--- config.mk ---
export PLATFORM = sky130hd
export DESIGN_NAME = dff_pipe
export DESIGN_NICKNAME = d
export VERILOG_FILES = /design/src/rtl/dff_pkg.sv /design/src/rtl/dff_pipe_stage.sv /design/src/rtl/dff_pipe.sv
export SDC_FILE = /design/constraint.sdc
export NUM_CORES = 1
export LEC_CHECK = 0
export ABC_AREA = 1
export CORE_ASPECT_RATIO = 1.4
export CORE_MARGIN = 5
export CORE_UTILIZATION = 45
export DETAILED_ROUTE_END_ITERATION = 8
export PLACE_DENSITY = 0.69
export RECOVER_POWER = 50
export SLEW_MARGIN = 20
export SYNTH_ARGS = -nofsm -noshare
export SYNTH_HDL_FRONTEND = slang
export SYNTH_SLANG_ARGS = --single-unit
export TNS_END_PERCENT = 5
--- constraint.sdc ---
create_clock -name clk -period 5.84 [get_ports clk]
set_clock_uncertainty 0.1 [all_clocks]
set_input_delay 1.46 -clock clk [delete_from_list [all_inputs] [get_ports clk]]
set_output_delay 1.46 -clock clk [all_outputs]
set_load 0.02 [all_outputs]
--- src/rtl/dff_pkg.sv ---
// Shared constants and helpers for the dff_pipe delay line.
//   DFF_WIDTH_DEF : default data width per stage
//   DFF_DEPTH_DEF : default number of register stages
//   clog2()       : ceiling log2, used to size the occupancy counter
package dff_pkg;

  localparam int DFF_WIDTH_DEF = 8;
  localparam int DFF_DEPTH_DEF = 4;

  // Smallest r with 2**r >= n (returns 0 for n <= 1).
  function automatic int clog2(input int n);
    int r;
    r = 0;
    for (int i = 0; i < 32; i++) begin
      if ((1 << r) < n) r = r + 1;
    end
    return r;
  endfunction

endpackage

--- src/rtl/dff_pipe_stage.sv ---
// One stage of the stallable delay line: WIDTH-bit data register plus valid bit.
// Ports:
//   clk, rst_n  : clock, asynchronous active-low reset
//   clr         : synchronous clear of the valid bit (data holds)
//   up_valid    : valid from the previous stage (or pipeline input)
//   up_data     : data from the previous stage (or pipeline input)
//   down_ready  : next stage (or pipeline output) can take this stage's content
//   valid, data : registered stage contents
//   ready       : this stage can load this cycle (empty, or draining downstream)
module dff_pipe_stage #(
  parameter int WIDTH = 8
) (
  input  logic             clk,
  input  logic             rst_n,
  input  logic             clr,
  input  logic             up_valid,
  input  logic [WIDTH-1:0] up_data,
  input  logic             down_ready,
  output logic             valid,
  output logic [WIDTH-1:0] data,
  output logic             ready
);

  logic             valid_q, valid_d;
  logic [WIDTH-1:0] data_q, data_d;

  // An empty stage is a bubble and always accepts, which is what collapses
  // bubbles while the stages downstream are stalled.
  assign ready = !valid_q || down_ready;

  always_comb begin
    valid_d = valid_q;
    data_d  = data_q;
    if (clr) begin
      valid_d = 1'b0;
    end else if (ready) begin
      valid_d = up_valid;
      // Only capture real items; a bubble passing through leaves data untouched.
      if (up_valid) data_d = up_data;
    end
  end

  always_ff @(posedge clk or negedge rst_n) begin
    if (!rst_n) begin
      valid_q <= 1'b0;
      data_q  <= '0;
    end else begin
      valid_q <= valid_d;
      data_q  <= data_d;
    end
  end

  assign valid = valid_q;
  assign data  = data_q;

endmodule

--- src/rtl/dff_pipe.sv ---
// Stallable D-flip-flop delay line: DEPTH stages of WIDTH bits with valid/ready
// handshakes on both ends and bubble collapse while stalled.
// Optional feature macro: DFF_PIPE_FLUSH_EN adds a synchronous flush input.
// Ports:
//   clk, rst_n          : clock, asynchronous active-low reset
//   in_valid, in_data   : upstream item; accepted when in_valid && in_ready
//   in_ready            : pipeline can accept this cycle
//   out_valid, out_data : last stage contents; delivered when out_valid && out_ready
//   out_ready           : downstream accepts this cycle
//   occupancy           : registered count of items held
//   flush               : (DFF_PIPE_FLUSH_EN only) drop all items at the clock edge
module dff_pipe
  import dff_pkg::*;
#(
  parameter  int WIDTH = DFF_WIDTH_DEF,
  parameter  int DEPTH = DFF_DEPTH_DEF,
  localparam int CNT_W = clog2(DEPTH + 1)
) (
  input  logic             clk,
  input  logic             rst_n,
  input  logic             in_valid,
  input  logic [WIDTH-1:0] in_data,
  output logic             in_ready,
  output logic             out_valid,
  output logic [WIDTH-1:0] out_data,
  input  logic             out_ready,
`ifdef DFF_PIPE_FLUSH_EN
  input  logic             flush,
`endif
  output logic [CNT_W-1:0] occupancy
);

  logic             stg_valid [DEPTH];
  logic [WIDTH-1:0] stg_data  [DEPTH];
  logic             stg_ready [DEPTH+1];
  logic             clr;
  logic             in_acc;
  logic             out_acc;
  logic [CNT_W-1:0] occ_q, occ_d;

`ifdef DFF_PIPE_FLUSH_EN
  assign clr = flush;
`else
  assign clr = 1'b0;
`endif

  assign stg_ready[DEPTH] = out_ready;

  for (genvar g = 0; g < DEPTH; g++) begin : g_stage
    logic             up_v;
    logic [WIDTH-1:0] up_d;

    if (g == 0) begin : g_first
      assign up_v = in_valid;
      assign up_d = in_data;
    end else begin : g_chain
      assign up_v = stg_valid[g-1];
      assign up_d = stg_data[g-1];
    end

    dff_pipe_stage #(.WIDTH(WIDTH)) u_stage (
      .clk        (clk),
      .rst_n      (rst_n),
      .clr        (clr),
      .up_valid   (up_v),
      .up_data    (up_d),
      .down_ready (stg_ready[g+1]),
      .valid      (stg_valid[g]),
      .data       (stg_data[g]),
      .ready      (stg_ready[g])
    );
  end

  // During a flush nothing may be accepted, otherwise an item would be counted
  // while the stage clear throws it away.
  assign in_ready  = stg_ready[0] && !clr;
  assign out_valid = stg_valid[DEPTH-1];
  assign out_data  = stg_data[DEPTH-1];

  assign in_acc  = in_valid && in_ready;
  assign out_acc = out_valid && out_ready;

  always_comb begin
    occ_d = occ_q;
    if (clr) begin
      occ_d = '0;
    end else if (in_acc && !out_acc) begin
      occ_d = occ_q + CNT_W'(1);
    end else if (out_acc && !in_acc) begin
      occ_d = occ_q - CNT_W'(1);
    end
  end

  always_ff @(posedge clk or negedge rst_n) begin
    if (!rst_n) begin
      occ_q <= '0;
    end else begin
      occ_q <= occ_d;
    end
  end

  assign occupancy = occ_q;

endmodule

==> metrics.md <==
| Metric | Value |
|---|---|
| GRT overflow | `0` |
| R2r startpoint | `g_stage[3].u_stage.valid` |
| Initial antenna violation count | `0` |
| Ports | `25` |
| Final WS setup | `925 ps` |
| Root Driver | `clkbuf_8` |
| Number of placed instances, taps included | `220` |
| Via/cell ratio | `about 4.8` |
| Worst-Skew Late Latency | `~290 ps` |
| Die Width | `about 60 um` |
| Post-layout minimum cycle time | `about 4900 ps` |
| Status | `complete, but fails checks` |
| Layout cells sized above 1 | `0.0638` |
| Synthesized area | `roughly 0.0016 mm^2` |
| Drt first-iter violations | `37` |
| DP HPWL | `around 1900 um` |
| Switching power | `approximately 0.35 mW` |
| Failing checks | `max-capacitance violations, max-slew violations` |
| Hold crit path type | `reg2reg` |
| Largest fanout on the critical path | `11` |
| Commonest cells after routing, fill and taps aside | `nand2_1 (52), dfrtp_1 (39), clkdlybuf4s50_1 (22)` |
| Slew Limit Fails | `40` |
| CTS tree | `done` |
| GP Congestion | `between 0.6 and 0.7` |
| Synth cell types | `19` |
| HP Start | `g_stage[0].u_stage.data[1]` |
| Synth Register Bits | `39` |
| Vias in the first global route | `1,129` |
| PortBufs | `24` |
| 1st-pass router iterations | `4` |
| DRC viols | `0` |
| Post-CTS Setup Repair Bufs | `0` |
| Remaining antenna violation count | `0` |
| H-tree levels | `2` |
| Clock sinks | `39` |
| Gate power share | `0.346` |
| Most common cell after layout, fill and taps aside | `nand2_1` |
| Data required, critical path | `4280 ps` |
| Internal power | `about 0.65 mW` |
| WL/cell | `between 10 and 15 um` |
| Non-Filler Instances | `between 200 and 250` |
| Pre-CTS WS | `1110 ps` |
| Die Y | `roughly 80 um` |
| Final setup viols | `0` |
| Max-cap violations | `1` |
| Crit end category | `output port` |
| Yosys warnings | `0` |
| Slew at the pin with the worst max-slew slack | `1990 ps` |
| Layout Area Growth over Synthesis | `21.0%` |
| Antenna diode count | `0` |
| Power Density | `between 500 and 600 mW/mm^2` |
| Fin crit share | `0.842` |
| PostCTS Resize Cnt | `0` |
| Peak supply drop | `about 0.27 mV` |
| Cts bufs inserted | `5` |
| All-Layer GR Usage | `0.133` |
| Clock transition at the registers of the reported paths | `70 ps` |
| Final hold vios | `0` |
| Largest net degree at the start of global routing | `40` |
| Core Box Area | `around 0.0034 mm^2` |
| Worst Setup SP | `out_ready` |
| Sequential power share | `0.432` |
| Switch share | `0.349` |
| RSZ-0062 raised after global routing | `no` |
| CP startpoint kind | `input port` |
| Hold bufs inserted after CTS | `0` |
| Site row count | `25` |
| Setup CP Type | `in2out` |
| First-pass GRT wire length | `roughly 4800 um` |
| Die Area | `roughly 0.0048 mm^2` |
| TNS Setup | `0 ps` |
| Clock power share | `0.222` |
| Filler Cell Count | `between 300 and 400` |
| Nets | `around 200` |
| Syn avg cell area | `just under 10 um^2` |
| Cells after synthesis | `approximately 160` |
| Initial Utilization | `0.466` |
| Max transition margin | `-0.327` |
| Clk buf depth | `2` |
| Worst path arrival time | `roughly 3400 ps` |
| Fmax | `~0.20 GHz` |
| Detailed Route WL | `roughly 2600 um` |
| Routed vias | `about 1,100` |
| Register area share after synthesis | `0.621` |
| Post-Syn Nets | `175` |
| LEAKAGE | `~0.96 nW` |
==> cell usage after synthesis <==
library cell  instances  area, um^2
fa_1                  1        20.0
dfrtp_1              39         976
nand2_4               1        11.3
nand2_2               4        25.0
clkbuf_1              1        3.75
buf_6                 2        22.5
xnor2_1               2        17.5
nand4_1               1        6.26
inv_1                14        52.6
o21ai_0               8        40.0
nor2_4                1        11.3
nand2_1              50         188
buf_2                 2        10.0
nand3_1              17        85.1
a21oi_1               7        35.0
a21oi_2               1        8.76
nand3_4               1        17.5
nor2_1                8        30.0
ha_1                  1        12.5
==> final timing paths <==
check | to | slack [ps] | depth (start not counted)
hold / removal | g_stage[0].u_stage.data[1] | 380 | 2
setup / recovery | in_ready | 920 | 4
max in group asynchronous | g_stage[1].u_stage.data[7] | 2870 | 1
min in group asynchronous | g_stage[3].u_stage.data[0] | 1620 | 1
setup reg to reg | occupancy[1] | 3340 | 10
hold reg to reg | g_stage[0].u_stage.data[1] | 380 | 2
==> flip-flops by register name, indices dropped and copies added (netlist names) <==
name and cells:
g_stage.u_stage.data 32, occupancy 3, g_stage.u_stage.valid 4
==> layout make-up <==
class	instances	area, um^2	share of cell area
Sequential cell	39	976	0.513
Tap cell	40	50.0	0.0263
Multi-Input combinational cell	103	478	0.251
Inverter	14	52.6	0.0276
Timing Repair Buffer	24	234	0.123
Clock inverter	3	43.8	0.0230
Clock buffer	5	68.8	0.0362
==> cells by family (layout without fill, tap and decap cells) <==
logic type / Yosys count / after routing / synth area share
AO/OA/AOI/OAI: 16 / 16 / 0.0533
buffers and inverters: 19 / 46 / 0.0565
AND/OR/NAND/NOR: 83 / 83 / 0.238
flip-flops: 39 / 39 / 0.621
XOR/XNOR: 2 / 2 / 0.0111
adder cells (fa/ha/maj): 2 / 2 / 0.0207
==> per-layer routing <==
layer | vias up | part of all wire | track usage
met3 | 7 | 0.051 | 0.0437
li1 | 560 | - | -
met2 | 26 | 0.49 | 0.208
met5 | - | 0 | 0
met1 | 510 | 0.44 | 0.161
met4 | 0 | 0.024 | 0.0665
==> power groups by stage <==
stage          Combinational, mW  Clock, mW  Sequential (mW)
2_1_floorplan              0.191          0            0.482
3_3_place_gp               0.347          0            0.437
3_5_place_dp               0.361          0            0.444
4_1_cts                    0.363      0.227            0.439
5_1_grt                    0.390      0.240            0.450
6_report                   0.347      0.222            0.433
==> worst max-delay path, cell delays in order <==
cell             delay, ps
dlygate4sd3_1          560
nor2_1                 250
nand4_1                410
clkdlybuf4s50_1        680
==> per-stage QoR <==
| step | instance area [um^2] | hold WS [ps] | power [mW] | utilization |
|---|---|---|---|---|
| after global routing | 1900 | 394 | 1.08 | 0.563 |
| after CTS | 1930 | 380 | 1.03 | 0.573 |
| after floorplan | 1570 | 343 | 0.673 | - |
| final | 1900 | 379 | 1.00 | 0.563 |
| after detailed placement | 1820 | 362 | 0.804 | 0.539 |
| after global placement | 1820 | 356 | 0.784 | 0.539 |
(Power assumes the default switching activity.)
